File: config.mk
export PLATFORM = sky130hd
export DESIGN_NAME = wdt_apb
export DESIGN_NICKNAME = d
export VERILOG_FILES = /design/src/rtl/wdt_apb.sv
export SDC_FILE = /design/constraint.sdc
export NUM_CORES = 1
export LEC_CHECK = 0
export BUFFER_PORTS_ARGS = -buffer_cell sky130_fd_sc_hd__buf_2
export CORE_MARGIN = 4
export CORE_UTILIZATION = 45
export CTS_BUF_LIST = sky130_fd_sc_hd__clkbuf_8
export CTS_CLUSTER_SIZE = 28
export DETAILED_ROUTE_END_ITERATION = 10
export GPL_TIMING_DRIVEN = 0
export PLACE_DENSITY = 0.69
export SYNTH_ARGS = -nofsm -noshare
export SYNTH_HDL_FRONTEND = slang
export SYNTH_SLANG_ARGS = --single-unit
File: constraint.sdc
create_clock -name PCLK -period 3.3 [get_ports PCLK]
set_input_delay 0.165 -clock PCLK [delete_from_list [all_inputs] [get_ports PCLK]]
set_output_delay 0.165 -clock PCLK [all_outputs]
set_load 0.1 [all_outputs]
File: src/rtl/wdt_apb.sv
// wdt_apb: APB watchdog timer; first timeout raises WDTIntr, second timeout or a bad feed pulses WDTReset.
module wdt_apb #(
  parameter int XLEN     = 64,
  parameter int RSTPULSE = 16
) (
  input  logic              PCLK,
  input  logic              PRESETn,
  input  logic              PSEL,
  input  logic [7:0]        PADDR,
  input  logic [XLEN-1:0]   PWDATA,
  input  logic [XLEN/8-1:0] PSTRB,
  input  logic              PWRITE,
  input  logic              PENABLE,
  output logic [XLEN-1:0]   PRDATA,
  output logic              PREADY,
  output logic              WDTIntr,
  output logic              WDTReset
);
  localparam logic [31:0] FEED_KEY   = 32'h5A5AA5A5;
  localparam logic [31:0] UNLOCK_KEY = 32'h1ACCE551;
  localparam int PW = $clog2(RSTPULSE + 1);
  typedef enum logic [1:0] {IDLE, STAGE1, STAGE2, RSTOUT} state_t;
  state_t r_state, w_state_nxt;
  logic          r_en, r_rsten, r_irq, r_rc, r_locked;
  logic [3:0]    r_presc;
  logic [31:0]   r_load, r_count, w_count_nxt;
  logic [15:0]   r_pcnt, w_pcnt_nxt;
  logic [PW-1:0] r_pulse;
  logic [31:0]   w_wdata, w_rd;
  logic [3:0]    w_strb;
  logic [5:0]    w_off;
  logic          w_wr, w_wr_ctrl, w_wr_load, w_wr_feed, w_wr_stat, w_wr_lock;
  logic          w_en_nxt, w_feed, w_feed_ok, w_feed_bad, w_tick, w_irq_set, w_rc_set;
  logic          w_unused;
  function automatic logic [31:0] merge(input logic [31:0] o, input logic [31:0] n, input logic [3:0] s);
    merge = o;
    for (int i = 0; i < 4; i++) if (s[i]) merge[8*i +: 8] = n[8*i +: 8];
  endfunction
  // 64-bit bus: PADDR[2] picks which 32-bit lane carries the register
  generate
    if (XLEN == 64) begin : g_l64
      assign w_wdata = PADDR[2] ? PWDATA[63:32] : PWDATA[31:0];
      assign w_strb  = PADDR[2] ? PSTRB[7:4] : PSTRB[3:0];
    end else begin : g_l32
      assign w_wdata = PWDATA[31:0];
      assign w_strb  = PSTRB[3:0];
    end
  endgenerate
  assign w_unused   = ^PADDR[1:0];
  assign w_off      = PADDR[7:2];
  assign w_wr       = PSEL & PWRITE & PENABLE;
  assign w_wr_ctrl  = w_wr && w_off == 6'd0 && !r_locked;
  assign w_wr_load  = w_wr && w_off == 6'd1 && !r_locked;
  assign w_wr_feed  = w_wr && w_off == 6'd3;
  assign w_wr_stat  = w_wr && w_off == 6'd4;
  assign w_wr_lock  = w_wr && w_off == 6'd5;
  assign w_en_nxt   = (w_wr_ctrl && w_strb[0]) ? w_wdata[0] : r_en;
  assign w_feed     = w_wr_feed && (r_state == STAGE1 || r_state == STAGE2);
  assign w_feed_ok  = w_feed && w_strb == 4'hF && w_wdata == FEED_KEY;
  assign w_feed_bad = w_feed && !w_feed_ok;
  assign w_tick     = r_state != IDLE && r_pcnt == (16'd1 << r_presc) - 16'd1;
  // priority: EN clear > feed > tick
  always_comb begin
    w_state_nxt = r_state;
    w_count_nxt = r_count;
    w_irq_set   = 1'b0;
    w_rc_set    = 1'b0;
    if (r_state == IDLE) begin
      if (w_en_nxt) begin
        w_state_nxt = STAGE1;
        w_count_nxt = r_load;
      end
    end else if (!w_en_nxt) begin
      w_state_nxt = IDLE;
    end else if (r_state == RSTOUT) begin
      if (r_pulse == PW'(RSTPULSE - 1)) begin
        w_state_nxt = STAGE1;
        w_count_nxt = r_load;
      end
    end else if (w_feed_ok) begin
      w_state_nxt = STAGE1;
      w_count_nxt = r_load;
    end else if (w_feed_bad && r_rsten) begin
      w_state_nxt = RSTOUT;
      w_rc_set    = 1'b1;
    end else if (w_tick) begin
      if (r_count != 32'd0) begin
        w_count_nxt = r_count - 32'd1;
      end else if (r_state == STAGE2 && r_rsten) begin
        w_state_nxt = RSTOUT;
        w_rc_set    = 1'b1;
      end else begin
        w_state_nxt = STAGE2;
        w_count_nxt = r_load;
        w_irq_set   = 1'b1;
      end
    end
    w_pcnt_nxt = (w_feed_ok || w_state_nxt != r_state) ? 16'd0 :
                 (r_state == IDLE) ? r_pcnt :
                 w_tick ? 16'd0 : r_pcnt + 16'd1;
  end
  always_ff @(posedge PCLK or negedge PRESETn) begin
    if (!PRESETn) begin
      r_state  <= IDLE;
      r_en     <= 1'b0;
      r_rsten  <= 1'b0;
      r_presc  <= 4'd0;
      r_load   <= 32'hFFFFFFFF;
      r_count  <= 32'hFFFFFFFF;
      r_pcnt   <= 16'd0;
      r_pulse  <= '0;
      r_irq    <= 1'b0;
      r_rc     <= 1'b0;
      r_locked <= 1'b0;
    end else begin
      r_state  <= w_state_nxt;
      r_en     <= w_en_nxt;
      r_rsten  <= (w_wr_ctrl && w_strb[0]) ? w_wdata[1] : r_rsten;
      r_presc  <= (w_wr_ctrl && w_strb[1]) ? w_wdata[11:8] : r_presc;
      r_load   <= w_wr_load ? merge(r_load, w_wdata, w_strb) : r_load;
      r_count  <= w_count_nxt;
      r_pcnt   <= w_pcnt_nxt;
      r_pulse  <= (r_state == RSTOUT && w_state_nxt == RSTOUT) ? r_pulse + PW'(1) : '0;
      r_irq    <= w_irq_set | (r_irq & ~(w_wr_stat & w_strb[0] & w_wdata[0]));
      r_rc     <= w_rc_set | (r_rc & ~(w_wr_stat & w_strb[0] & w_wdata[1]));
      r_locked <= w_wr_lock ? (w_wdata != UNLOCK_KEY) : r_locked;
    end
  end
  assign w_rd = (w_off == 6'd0) ? {20'd0, r_presc, 6'd0, r_rsten, r_en} :
                (w_off == 6'd1) ? r_load :
                (w_off == 6'd2) ? r_count :
                (w_off == 6'd4) ? {27'd0, r_locked, r_state, r_rc, r_irq} : 32'd0;
  assign PRDATA   = {(XLEN/32){w_rd}};
  assign PREADY   = 1'b1;
  assign WDTIntr  = r_irq;
  assign WDTReset = r_state == RSTOUT;
endmodule
==> results.json <==
{
  "status": "finished clean",
  "power_per_cell_area_nw_per_um2": 461,
  "synthArstFlopShare": 1.00,
  "clock-skew-final_ns": 0.0158,
  "final_worst_path_cycle_share": 0.959,
  "h-tree-depth": 3,
  "avgViaCountPerCell": 6.08,
  "finalPower_w": 0.00394,
  "layout-drive-gt1-share": 0.333,
  "min_path_cells": 3,
  "synthesis.area_sq_um": 7090,
  "synth.ff_latch_count": 96,
  "cts_buffer_depth": 2,
  "num_antenna_cells": 0,
  "crit_path_top_delay_cell": "clkbuf_1",
  "yosysSeqAreaShare": 0.350,
  "initial_core_utilization": 0.463,
  "grt_pass1_wl_um": 37500,
  "number_of_enable_type_register_cells_in_the_synthesized_netlist": 0,
  "gr-total-overflow": 0,
  "timing_max_transition_violations_final": 0,
  "cp_num_buf_inv": 6,
  "netlist_top_cells_area": "dfstp_2, dfrtp_1, o21ai_0, a21oi_1, nand2_1",
  "clockRootBuffer": "clkbuf_8",
  "die_width_um": 134,
  "core.rowCount": 45,
  "r2r-end": "r_pcnt[10]",
  "ant_nets": 0,
  "number_of_top_level_design_ports": 152,
  "place_hpwl_um": 18700,
  "syn_avg_cell_area_sq_um": 8.24,
  "dieArea_sq_um": 17800,
  "netlist-cell-type-count": 79,
  "worstPathArrival_ns": 3.00,
  "met1Wirelength_um": 10100,
  "cp_data_required_time_ns": 3.13,
  "drtPass1Iterations": 6,
  "crit_path_max_fanout": 10,
  "endpoint_kind": "output port",
  "cts_sinks": 96,
  "initialDrtViolationCount": 848,
  "worstMarginPinSlew_ns": 0.700,
  "grt.total_usage": 0.264,
  "grt_pass1_vias": 6988,
  "critPathTopFamily": "buffers and inverters",
  "synth_warnings": 0,
  "core_area_sq_um": 15300,
  "route.detailed.drc": 0,
  "synth_top_flop_cell": "dfstp_2",
  "met3_routed_length_um": 2400,
  "antenna_found_initial": 0,
  "post_drt_wl_per_cell_um": 19.4,
  "maximum_vdd_drop_mv": 0.271,
  "timing_limited_maximum_frequency_mhz": 316,
  "finalWirelength_um": 24100,
  "max-cap-violations": 0,
  "netlist.top_cell.by_area": "dfstp_2",
  "top_layer_used": "met4",
  "cts_made_buffers": 9,
  "postSynthCellCount": 861,
  "power.static_leakage_nw": 3.76,
  "slew_headroom": 0.534,
  "grt_start_max_net_pins": 57,
  "worst_hold_startpoint": "PWDATA[36]",
  "hp-class": "input port to flop",
  "nets_finish": 1123,
  "cp.depth": 10,
  "layout-area-overhead-vs-synth_pct": 20.7,
  "r2r_slack_ns": 0.17,
  "crit_path_kind": "input port to output port",
  "syn-num-nets": 954,
  "y_dimension_of_the_die_um": 134,
  "regToRegStartpoint": "r_presc[0]",
  "clkSlewWorstSetupHoldPaths_ns": 0.10,
  "place.gp.congestion": 0.954,
  "cts_tree": "built",
  "reg2regPathDepth": 15,
  "yosysTopAreaCellShare": 0.237,
  "vias": 7571,
  "hold_violations": 0,
  "crit_chain": "buf_2 -> or3_1 -> nor3_2 -> and2_1 -> clkbuf_1 -> clkbuf_1 -> a222oi_1 -> inv_1 -> buf_4 -> buf_2",
  "timing.final.setup_violations": 0,
  "numPortBuffers": 148,
  "insertion_delay_ns": 0.40,
  "critical_path.startpoint_type": "input port",
  "hold_end": "r_load[4]",
  "layout.core_utilization": 0.559,
  "period_minus_slack_ns": 3.16,
  "slowest_delay_ns": 0.53,
  "met2WireLength_um": 10700
}
==> state kept, by name, indices dropped and copies added, names as in the netlist <==
signal    flops
r_rsten       1
r_load       32
r_state       2
r_pulse       5
r_locked      1
r_en          1
r_pcnt       16
r_count      32
r_rc          1
r_presc       4
WDTIntr       1
==> kinds of logic (layout without fill, tap and decap cells) <==
family	count (synthesis)	in the layout	synth area share
muxes	33	33	0.0478
DFF	96	96	0.350
buffers and inverters	116	290	0.0829
and+or+nand+nor	346	346	0.269
adders and majority gates	9	9	0.0155
other	1	1	0.000529
xor gates and xnor gates	5	5	0.00618
AOI/OAI and AO/OA	255	255	0.227
==> worst max-delay path by stage <==
stage                from           to  slack, ns
2_1_floorplan    PADDR[5]   PRDATA[45]       0.18
3_3_place_gp   r_state[1]  r_count[29]      -0.35
3_5_place_dp   r_state[1]  r_count[29]      -0.39
4_1_cts        r_state[1]   r_count[9]       0.01
5_1_grt        r_presc[1]    r_pcnt[8]      -0.05
6_report         PADDR[5]   PRDATA[35]       0.14
==> metal layers <==
layer,track usage,vias up
li1,-,3521
met1,0.366,3541
met2,0.408,448
met3,0.0468,61
met4,0.110,0
met5,0,-
==> Yosys cell counts (all sizes together) (8+ instances only) <==
| cell type | number |
|---|---|
| nor4b | 12 |
| a222oi | 9 |
| o211ai | 8 |
| ha | 8 |
| nand2b | 8 |
| a22o | 24 |
| o21ai | 95 |
| inv | 24 |
| a21oi | 64 |
| clkbuf | 36 |
| mux2i | 26 |
| nor4 | 21 |
| nand2 | 78 |
| nand3 | 24 |
| or3 | 8 |
| dfstp | 64 |
| and3 | 13 |
| nor3 | 44 |
| dfrtp | 32 |
| buf | 56 |
| nand4 | 11 |
| nor2 | 68 |
==> repair_timing <==
item	4_1_cts	5_1_grt
pin swaps	1	9
gates resized for setup	8	39
hold buffers	1	0
buffers inserted	1	6
endpoints found under the hold margin	24	0
endpoints found under the setup margin	59	57
cloned	0	2
==> placed cells by master, fill, tap and decap left out, types with 26 or more instances in the layout <==
| cell | synthesis | final |
|---|---|---|
| buf_2 | 20 | 165 |
| o21ai_0 | 91 | 90 |
| nand2_1 | 78 | 76 |
| nor2_1 | 67 | 65 |
| dfstp_2 | 64 | 64 |
| a21oi_1 | 63 | 61 |
| nor3_1 | 43 | 40 |
| buf_4 | 34 | 39 |
| dfrtp_1 | 32 | 32 |
| clkbuf_1 | 36 | 28 |
| mux2i_1 | 26 | 26 |
==> final cells by class <==
class / instances / area [sq um]
fill: 1467 / 6760
multi-input combinational: 649 / 4140
sequential: 96 / 2480
timing repair buffer: 159 / 851
buffer: 91 / 526
tap: 211 / 264
clock buffer: 10 / 138
inverter: 24 / 90.1
clock inverter: 6 / 70.1
==> power breakdown <==
group          switching (W)  leakage (nW)  internal (W)
Sequential          0.000167          1.11       0.00136
Combinational        0.00102          2.55      0.000561
Clock               0.000464         0.108      0.000381
Total                0.00165          3.76       0.00230
==> worst register-to-register path, cell delays in order (launching register included) <==
cell and delay (ns):
dfrtp_1 0.37, clkbuf_4 0.18, buf_6 0.16, nor2_1 0.11, nand2_2 0.10, ha_4 0.21
xnor2_2 0.14, xnor2_1 0.13, a211oi_2 0.25, nand4b_1 0.24, nor3_4 0.31, buf_6 0.15
a21oi_1 0.09, o311ai_4 0.34, buf_6 0.19, a21oi_1 0.05
==> through the flow <==
| stage | TNS [ns] | worst slack, ns | hold WS [ns] | instance area (sq um) | std cells |
|---|---|---|---|---|---|
| 5_1_grt | -0.406 | -0.0471 | 0.0247 | 8560 | 1246 |
| 6_report | 0 | 0.137 | 0.0226 | 8560 | 1246 |
| 4_1_cts | 0 | 0.0127 | 0.0102 | 8380 | 1238 |
| 2_1_floorplan | 0 | 0.185 | -0.131 | 7100 | 861 |
| 3_5_place_dp | -15.16 | -0.387 | 0.196 | 8130 | 1221 |
| 3_3_place_gp | -14.45 | -0.351 | 0.420 | 8100 | 1220 |
Note: power is estimated with default switching activity, not from simulation.
